<file path="src/rtl/vc_test_mem_req_gen_if.sv">
// Request/response channel pair between the memory test generator and the test memory.
interface vc_test_mem_req_gen_if #(
  parameter int p_opaque_nbits = 8,
  parameter int p_addr_nbits   = 32,
  parameter int p_data_nbits   = 32
);
  localparam int c_len_nbits  = (p_data_nbits > 8) ? $clog2(p_data_nbits / 8) : 1;
  localparam int c_req_nbits  = 3 + p_opaque_nbits + p_addr_nbits + c_len_nbits + p_data_nbits;
  localparam int c_resp_nbits = 3 + p_opaque_nbits + c_len_nbits + p_data_nbits;

  // Both channels: a transfer happens on a clk edge where val && rdy; the sender
  // raises val without waiting for rdy and holds val and msg stable until that edge.
  logic                    memreq_val;
  logic                    memreq_rdy;
  logic [c_req_nbits-1:0]  memreq_msg;
  logic                    memresp_val;
  logic                    memresp_rdy;
  logic [c_resp_nbits-1:0] memresp_msg;

  modport master (
    output memreq_val, memreq_msg, memresp_rdy,
    input  memreq_rdy, memresp_val, memresp_msg
  );

  modport slave (
    input  memreq_val, memreq_msg, memresp_rdy,
    output memreq_rdy, memresp_val, memresp_msg
  );
endinterface

</file>
<file path="src/rtl/vc_test_mem_req_gen.sv">
// Memory test generator: writes seed+i to base+4*i, reads every word back and checks responses.
// Define VC_TEST_MEM_REQ_GEN_STOP_ON_ERR_EN to end the run at the first detected error.
module vc_test_mem_req_gen #(
  parameter int p_opaque_nbits    = 8,
  parameter int p_addr_nbits      = 32,
  parameter int p_data_nbits      = 32,
  parameter int p_max_outstanding = 4
) (
  input  logic                    clk,
  input  logic                    reset,
  input  logic                    start,
  input  logic [15:0]             num_words,
  input  logic [p_addr_nbits-1:0] base_addr,
  input  logic [p_data_nbits-1:0] seed,
  vc_test_mem_req_gen_if.master   mem,
  output logic                    busy,
  output logic                    done,
  output logic                    pass,
  output logic [15:0]             err_count,
  output logic [p_addr_nbits-1:0] first_err_addr,
  output logic [2:0]              dbg_state
);
  localparam int c_len_nbits  = (p_data_nbits > 8) ? $clog2(p_data_nbits / 8) : 1;
  localparam int c_resp_nbits = 3 + p_opaque_nbits + c_len_nbits + p_data_nbits;
  localparam logic [2:0] c_type_read  = 3'd0;
  localparam logic [2:0] c_type_write = 3'd1;

  typedef enum logic [2:0] {
    S_IDLE, S_WRITE, S_WR_DRAIN, S_READ, S_RD_DRAIN, S_DONE
  } state_t;

  state_t                  state_q, state_d;
  logic [15:0]             nwords_q, issue_cnt_q, resp_cnt_q;
  logic [p_addr_nbits-1:0] base_q;
  logic [p_data_nbits-1:0] seed_q;
  logic [3:0]              outst_q;

  logic issue_phase, write_phase, resp_phase;
  logic req_val, req_fire, resp_fire, resp_spurious, resp_bad;
  logic launch, clr_cnt;

  logic [2:0]                rsp_type;
  logic [p_opaque_nbits-1:0] rsp_opaque;
  logic [p_data_nbits-1:0]   rsp_data;
  logic [c_len_nbits-1:0]    unused_rsp_len;
  logic [2:0]                req_type;
  logic [p_addr_nbits-1:0]   req_addr, err_addr;
  logic [p_data_nbits-1:0]   req_data;

  assign rsp_type       = mem.memresp_msg[c_resp_nbits-1 -: 3];
  assign rsp_opaque     = mem.memresp_msg[c_resp_nbits-4 -: p_opaque_nbits];
  assign unused_rsp_len = mem.memresp_msg[p_data_nbits +: c_len_nbits];
  assign rsp_data       = mem.memresp_msg[p_data_nbits-1:0];

  assign issue_phase = (state_q == S_WRITE) || (state_q == S_READ);
  assign write_phase = (state_q == S_WRITE) || (state_q == S_WR_DRAIN);
  assign resp_phase  = issue_phase || (state_q == S_WR_DRAIN) || (state_q == S_RD_DRAIN);

  // Issue is gated only by state and the credit count, so a stalled request
  // keeps both val and msg steady until the memory accepts it.
  assign req_val  = issue_phase && (outst_q < 4'(p_max_outstanding));
  assign req_fire = req_val && mem.memreq_rdy;
  assign req_type = write_phase ? c_type_write : c_type_read;
  assign req_addr = base_q + p_addr_nbits'({issue_cnt_q, 2'b00});
  assign req_data = (state_q == S_WRITE) ? (seed_q + p_data_nbits'(issue_cnt_q)) : '0;
  assign err_addr = base_q + p_addr_nbits'({resp_cnt_q, 2'b00});

  assign resp_fire     = resp_phase && mem.memresp_val;
  assign resp_spurious = resp_fire && (outst_q == 4'd0);
  assign resp_bad      = resp_spurious ||
                         (resp_fire &&
                          ((rsp_type != (write_phase ? c_type_write : c_type_read)) ||
                           (rsp_opaque != p_opaque_nbits'(resp_cnt_q)) ||
                           (!write_phase && (rsp_data != seed_q + p_data_nbits'(resp_cnt_q)))));

  always_comb begin
    state_d = state_q;
    launch  = 1'b0;
    clr_cnt = 1'b0;
    case (state_q)
      S_IDLE, S_DONE: begin
        if (start) begin
          launch  = 1'b1;
          state_d = (num_words == 16'd0) ? S_DONE : S_WRITE;
        end
      end
      S_WRITE:    if (req_fire && (issue_cnt_q + 16'd1 == nwords_q)) state_d = S_WR_DRAIN;
      S_WR_DRAIN: if (outst_q == 4'd0) begin
                    clr_cnt = 1'b1;
                    state_d = S_READ;
                  end
      S_READ:     if (req_fire && (issue_cnt_q + 16'd1 == nwords_q)) state_d = S_RD_DRAIN;
      S_RD_DRAIN: if (outst_q == 4'd0) state_d = S_DONE;
      default:    state_d = S_IDLE;
    endcase
`ifdef VC_TEST_MEM_REQ_GEN_STOP_ON_ERR_EN
    if (resp_bad) begin
      clr_cnt = 1'b0;
      state_d = S_DONE;
    end
`endif
  end

  always_ff @(posedge clk) begin
    if (!reset) begin
      state_q        <= S_IDLE;
      nwords_q       <= '0;
      base_q         <= '0;
      seed_q         <= '0;
      issue_cnt_q    <= '0;
      resp_cnt_q     <= '0;
      outst_q        <= '0;
      err_count      <= '0;
      first_err_addr <= '0;
    end else begin
      state_q <= state_d;
      if (launch) begin
        nwords_q       <= num_words;
        base_q         <= base_addr;
        seed_q         <= seed;
        issue_cnt_q    <= '0;
        resp_cnt_q     <= '0;
        outst_q        <= '0;
        err_count      <= '0;
        first_err_addr <= '0;
      end else begin
        if (clr_cnt) begin
          issue_cnt_q <= '0;
          resp_cnt_q  <= '0;
          outst_q     <= '0;
        end else begin
          if (req_fire) issue_cnt_q <= issue_cnt_q + 16'd1;
          if (resp_fire && !resp_spurious) resp_cnt_q <= resp_cnt_q + 16'd1;
          case ({req_fire, resp_fire && !resp_spurious})
            2'b10:   outst_q <= outst_q + 4'd1;
            2'b01:   outst_q <= outst_q - 4'd1;
            default: outst_q <= outst_q;
          endcase
        end
        // err_count saturates, so it only reads zero before the first error.
        if (resp_bad) begin
          if (err_count != 16'hFFFF) err_count <= err_count + 16'd1;
          if (err_count == 16'd0) first_err_addr <= err_addr;
        end
      end
    end
  end

  assign mem.memreq_val  = req_val;
  assign mem.memreq_msg  = {req_type, p_opaque_nbits'(issue_cnt_q), req_addr,
                            {c_len_nbits{1'b0}}, req_data};
  assign mem.memresp_rdy = resp_phase;
  assign busy            = resp_phase;
  assign done            = (state_q == S_DONE);
  assign pass            = (state_q == S_DONE) && (err_count == 16'd0);
  assign dbg_state       = state_q;
endmodule

</file>
<file path="src/flat_wrapper.sv">
// flat-port wrapper written by rule: the top's interface ports become plain ports
module vc_test_mem_req_gen_flat 
#(
  parameter int p_opaque_nbits    = 8,
  parameter int p_addr_nbits      = 32,
  parameter int p_data_nbits      = 32,
  parameter int p_max_outstanding = 4
)
  (clk, reset, start, num_words, base_addr, seed, busy, done, pass, err_count, first_err_addr, dbg_state, mem_memreq_val, mem_memreq_msg, mem_memresp_rdy, mem_memreq_rdy, mem_memresp_val, mem_memresp_msg);
  vc_test_mem_req_gen_if #(.p_opaque_nbits(p_opaque_nbits), .p_addr_nbits(p_addr_nbits), .p_data_nbits(p_data_nbits)) mem_i ();
  input  logic clk;
  input  logic reset;
  input  logic start;
  input  logic [15:0] num_words;
  input  logic [p_addr_nbits-1:0] base_addr;
  input  logic [p_data_nbits-1:0] seed;
  output logic busy;
  output logic done;
  output logic pass;
  output logic [15:0] err_count;
  output logic [p_addr_nbits-1:0] first_err_addr;
  output logic [2:0] dbg_state;
  output wire logic [$bits(mem_i.memreq_val)-1:0] mem_memreq_val;
  output wire logic [$bits(mem_i.memreq_msg)-1:0] mem_memreq_msg;
  output wire logic [$bits(mem_i.memresp_rdy)-1:0] mem_memresp_rdy;
  input wire logic [$bits(mem_i.memreq_rdy)-1:0] mem_memreq_rdy;
  input wire logic [$bits(mem_i.memresp_val)-1:0] mem_memresp_val;
  input wire logic [$bits(mem_i.memresp_msg)-1:0] mem_memresp_msg;
  assign mem_memreq_val = mem_i.memreq_val;
  assign mem_memreq_msg = mem_i.memreq_msg;
  assign mem_memresp_rdy = mem_i.memresp_rdy;
  assign mem_i.memreq_rdy = mem_memreq_rdy;
  assign mem_i.memresp_val = mem_memresp_val;
  assign mem_i.memresp_msg = mem_memresp_msg;
  vc_test_mem_req_gen #(.p_opaque_nbits(p_opaque_nbits), .p_addr_nbits(p_addr_nbits), .p_data_nbits(p_data_nbits), .p_max_outstanding(p_max_outstanding)) u_core (.clk(clk), .reset(reset), .start(start), .num_words(num_words), .base_addr(base_addr), .seed(seed), .mem(mem_i), .busy(busy), .done(done), .pass(pass), .err_count(err_count), .first_err_addr(first_err_addr), .dbg_state(dbg_state));
endmodule
</file>
<file path="config.mk">
export PLATFORM = sky130hd
export DESIGN_NAME = vc_test_mem_req_gen_flat
export DESIGN_NICKNAME = d
export VERILOG_FILES = /design/src/rtl/vc_test_mem_req_gen_if.sv /design/src/rtl/vc_test_mem_req_gen.sv /design/src/flat_wrapper.sv
export SDC_FILE = /design/constraint.sdc
export NUM_CORES = 1
export LEC_CHECK = 0
export CORE_UTILIZATION = 50
export DETAILED_ROUTE_END_ITERATION = 16
export GPL_TIMING_DRIVEN = 0
export PLACE_DENSITY = 0.79
export SETUP_SLACK_MARGIN = 0.02
export SLEW_MARGIN = 10
export SYNTH_ARGS = -nofsm -noshare
export SYNTH_HDL_FRONTEND = slang
export SYNTH_SLANG_ARGS = --single-unit
</file>
<file path="constraint.sdc">
create_clock -name clk -period 4.38 [get_ports clk]
set_clock_uncertainty 0.2 [all_clocks]
set_input_delay 0.657 -clock clk [delete_from_list [all_inputs] [get_ports clk]]
set_output_delay 0.657 -clock clk [all_outputs]
set_load 0.01 [all_outputs]
</file>
==> results.toml <==
[status]
outcome = "finished clean"

[synth]
synth-edff-count = 0
synth-seq-area-share_pct = 27.4
yosys.area.top_type = "dfxtp_1"
netlist_instances = 1578
synth_seq_cells = 167
netlist_top_cells_area = "dfxtp_1 27%, nand2_1 7.5%, xor2_1 7.3%"
ys_types = 80
synth-async-reset-ratio_pct = 0
yosysMostFrequentCell = "nand2_1"
ys_warn_count = 0
ys_top_cells_by_count = "243 x nand2_1, 167 x dfxtp_1, 142 x nor2_1"
synth_top_flop_cell = "dfxtp_1"
syn-mean-instance-area_um2 = 7.73
syn_area_um2 = 12200
synth_top_cell_area_share_pct = 27.4

[power_and_ir_drop]
pwr-share-clk_pct = 38.4
p_int_mw = 2.72
power.net_switching_mw = 1.16
p_total_mw = 3.87
p_per_area_nw_per_um2 = 239
ir_worst_vdd_uv = 229
pwr-share-comb_pct = 19.1
swShare_pct = 29.9
p_leak_nw = 6.34
p_seq_share_pct = 42.4

[cells_and_area]
nFillCells = 2030
synthToLayoutAreaGrowth_pct = 32.8
fin_cells = 2215
drive_gt1_share_pct = 10.5
multiInputGateArea_um2 = 8520
nets = 2089
seq_area_um2 = 3370
final_cell_area_um2 = 16200
diodes = 0

[clocking]
clock_latency_ns = 0.43
cts_tree = "built"
clock_sinks = 167
cts_buffer_depth = 2
numCtsBuffers = 17
cts.clk_slew.worst_paths_ns = 0.07
cts_root_buf = "clkbuf_16"
htreeDepth = 4

[sta]
max_freq_ghz = 0.231
slew_headroom_pct = 43.3
worst_pin_slew_ns = 0.847
finalHoldViolCount = 0
min_period_ns = 4.34
grt_setup_unrepaired = "true"
holdWs_ns = 0.256
finalSetupViolations = 0
min_period_over_period_pct = 99.0
slew_violations = 0

[place]
dpl_cell_area_um2 = 15200
hpwl_um = 32900
gp_congestion = 0.968
post-place-cells = 2157
io_buffers = 256

[setup_path]
endpoint_kind = "output pin"
crit_path_top_delay_cell = "fa_2"
critical_path.max_stage_delay_ns = 0.39
worst_ep_arrival_time_ns = 3.48
crit_top_cell = "buf_6"
startpoint_type = "flop"
cp_cell_sequence = "ha_4, fa_2, a21o_1, a21oi_2, o21bai_2, a31oi_4, o211ai_1, a41o_1, a211oi_4, buf_6, buf_6, nor3_2, xnor2_1, nor2_1, buf_2"
worst_ep_required_time_ns = 3.52
path_max_fanout = 4
path_class = "flop to output pin"

[detailed_routing]
routed_wl_um = 42000
drt_iter0_drc = 1088
ant_nets = 0
drcViolationCount = 0
vias_per_cell = 5.83
first_pass_iters = 5
vias = 12900
wl_per_cell_um = 19.0

[global_route]
gr-total-overflow = 0
grt_pass1_wl_um = 63200
grt_start_max_net_pins = 17
antenna_found_initial = 0
grt_pass1_vias = 11900
grt_usage_pct = 33.1

[floorplanning]
die_w_um = 158
std_cell_rows = 56
io_pins = 263
die_area_um2 = 25000
coreArea_um2 = 23700
dieHeight_um = 158
initial_core_util_pct = 51.5

[job]
cap_violations = 0

[hold_path]
min_path_type = "flop to flop"
[critical path: cells and delay by family (launching register included)]
kind                       cells  cell delay [ns]
AOI/OAI and AO/OA              7             1.45
adders and majority gates      2             0.56
buffers and inverters          3             0.39
DFF                            1             0.37
xor gates and xnor gates       1             0.14
and+or+nand+nor                2             0.13
[kinds of logic after synthesis]
family / share of synthesized area (%)
XOR/XNOR: 13.4
AND/OR/NAND/NOR: 25.8
AO/OA/AOI/OAI: 19.5
buffers and inverters: 5.24
adder cells (fa/ha/maj): 8.11
flip-flops: 27.4
multiplexers: 0.503
other: 0.0307
[cell usage in the layout (no fill, tap or decap), types with 5 or more instances in the layout]
master,synthesis,layout
dfxtp_2,0,7
o31ai_1,39,37
xor2_1,102,102
dfxtp_4,0,5
nor3_1,34,30
nand2_1,243,241
buf_6,5,8
xnor2_1,83,82
nand2b_1,19,19
inv_1,40,39
a21o_1,17,17
and2_1,13,13
clkbuf_1,57,58
o211ai_1,11,11
o21ai_1,7,9
nor2_1,142,141
a31oi_1,9,7
nand3_1,77,76
ha_1,71,63
ha_4,0,5
a21oi_2,3,7
clkbuf_16,0,17
or3_1,14,14
clkdlybuf4s50_1,0,230
and3_1,34,34
buf_4,21,43
or4_1,12,11
a21oi_1,62,57
buf_2,10,28
mux2i_1,5,5
dfxtp_1,167,155
o21a_1,8,8
a21boi_0,82,80
o21ai_2,1,5
o21ai_0,44,38
nand4_1,31,31
nor4_1,15,15
nor2b_1,9,8
[worst paths after layout]
path | startpoint | end | slack, ns | cells after the start
setup / recovery | u_core.issue_cnt_q[0] | mem_memreq_msg[20] | 0.04 | 15
hold / removal | u_core.first_err_addr[0] | u_core.first_err_addr[0] | 0.26 | 2
setup reg to reg | u_core.resp_cnt_q[0] | u_core.err_count[9] | 0.23 | 14
hold reg to reg | u_core.first_err_addr[0] | u_core.first_err_addr[0] | 0.26 | 2
[routing by layer]
metal | vias up | GRT usage [%] | share of wire [%]
met5 | - | 0 | 0
met4 | 0 | 14.1 | 3.6
met3 | 95 | 4.63 | 7.6
met2 | 588 | 52.4 | 45
met1 | 6098 | 44.6 | 44
li1 | 6131 | - | -
[area by class of cell]
cell class | count | area share (%)
clock inverter | 14 | 0.873
sequential | 167 | 20.8
buffer | 96 | 3.02
clock buffer | 18 | 2.65
timing repair buffer | 283 | 16.6
tap | 319 | 2.46
inverter | 40 | 0.927
multi-input combinational | 1278 | 52.6
[power by group through the flow]
stage	logic [mW]	clock network (mW)	registers [mW]
floorplan	0.402	0	1.64
global placement	0.706	0	1.67
detailed placement	0.719	0	1.67
CTS	0.724	1.49	1.64
global route	0.800	1.55	1.65
finish	0.741	1.49	1.64
[registers in the layout, summed over array words and instances, names as in the netlist]
| register | flops |
|---|---|
| u_core.dbg_state | 3 |
| u_core.seed_q | 32 |
| u_core.err_count | 16 |
| u_core.base_q | 32 |
| u_core.first_err_addr | 32 |
| u_core.nwords_q | 16 |
| u_core.outst_q | 4 |
| u_core.resp_cnt_q | 16 |
| u_core.issue_cnt_q | 16 |
[metrics by stage]
| stage | utilization [%] | setup TNS, ns | worst slack, ns |
|---|---|---|---|
| global route | 68.4 | -0.216 | -0.0890 |
| finish | 68.4 | 0 | 0.0426 |
| global placement | 64.0 | -8.80 | -0.442 |
| CTS | 67.5 | -0.000274 | -0.000274 |
| floorplan | - | 0 | 0.495 |
| detailed placement | 64.1 | -11.49 | -0.580 |
[repair_timing]
item                                    CTS  global route
resized for setup                       109            59
hold buffers                              0             0
buffers inserted                         16            10
pin swaps                                24            19
endpoints found under the setup margin   39            69
Power figures use the tool's default switching activity.
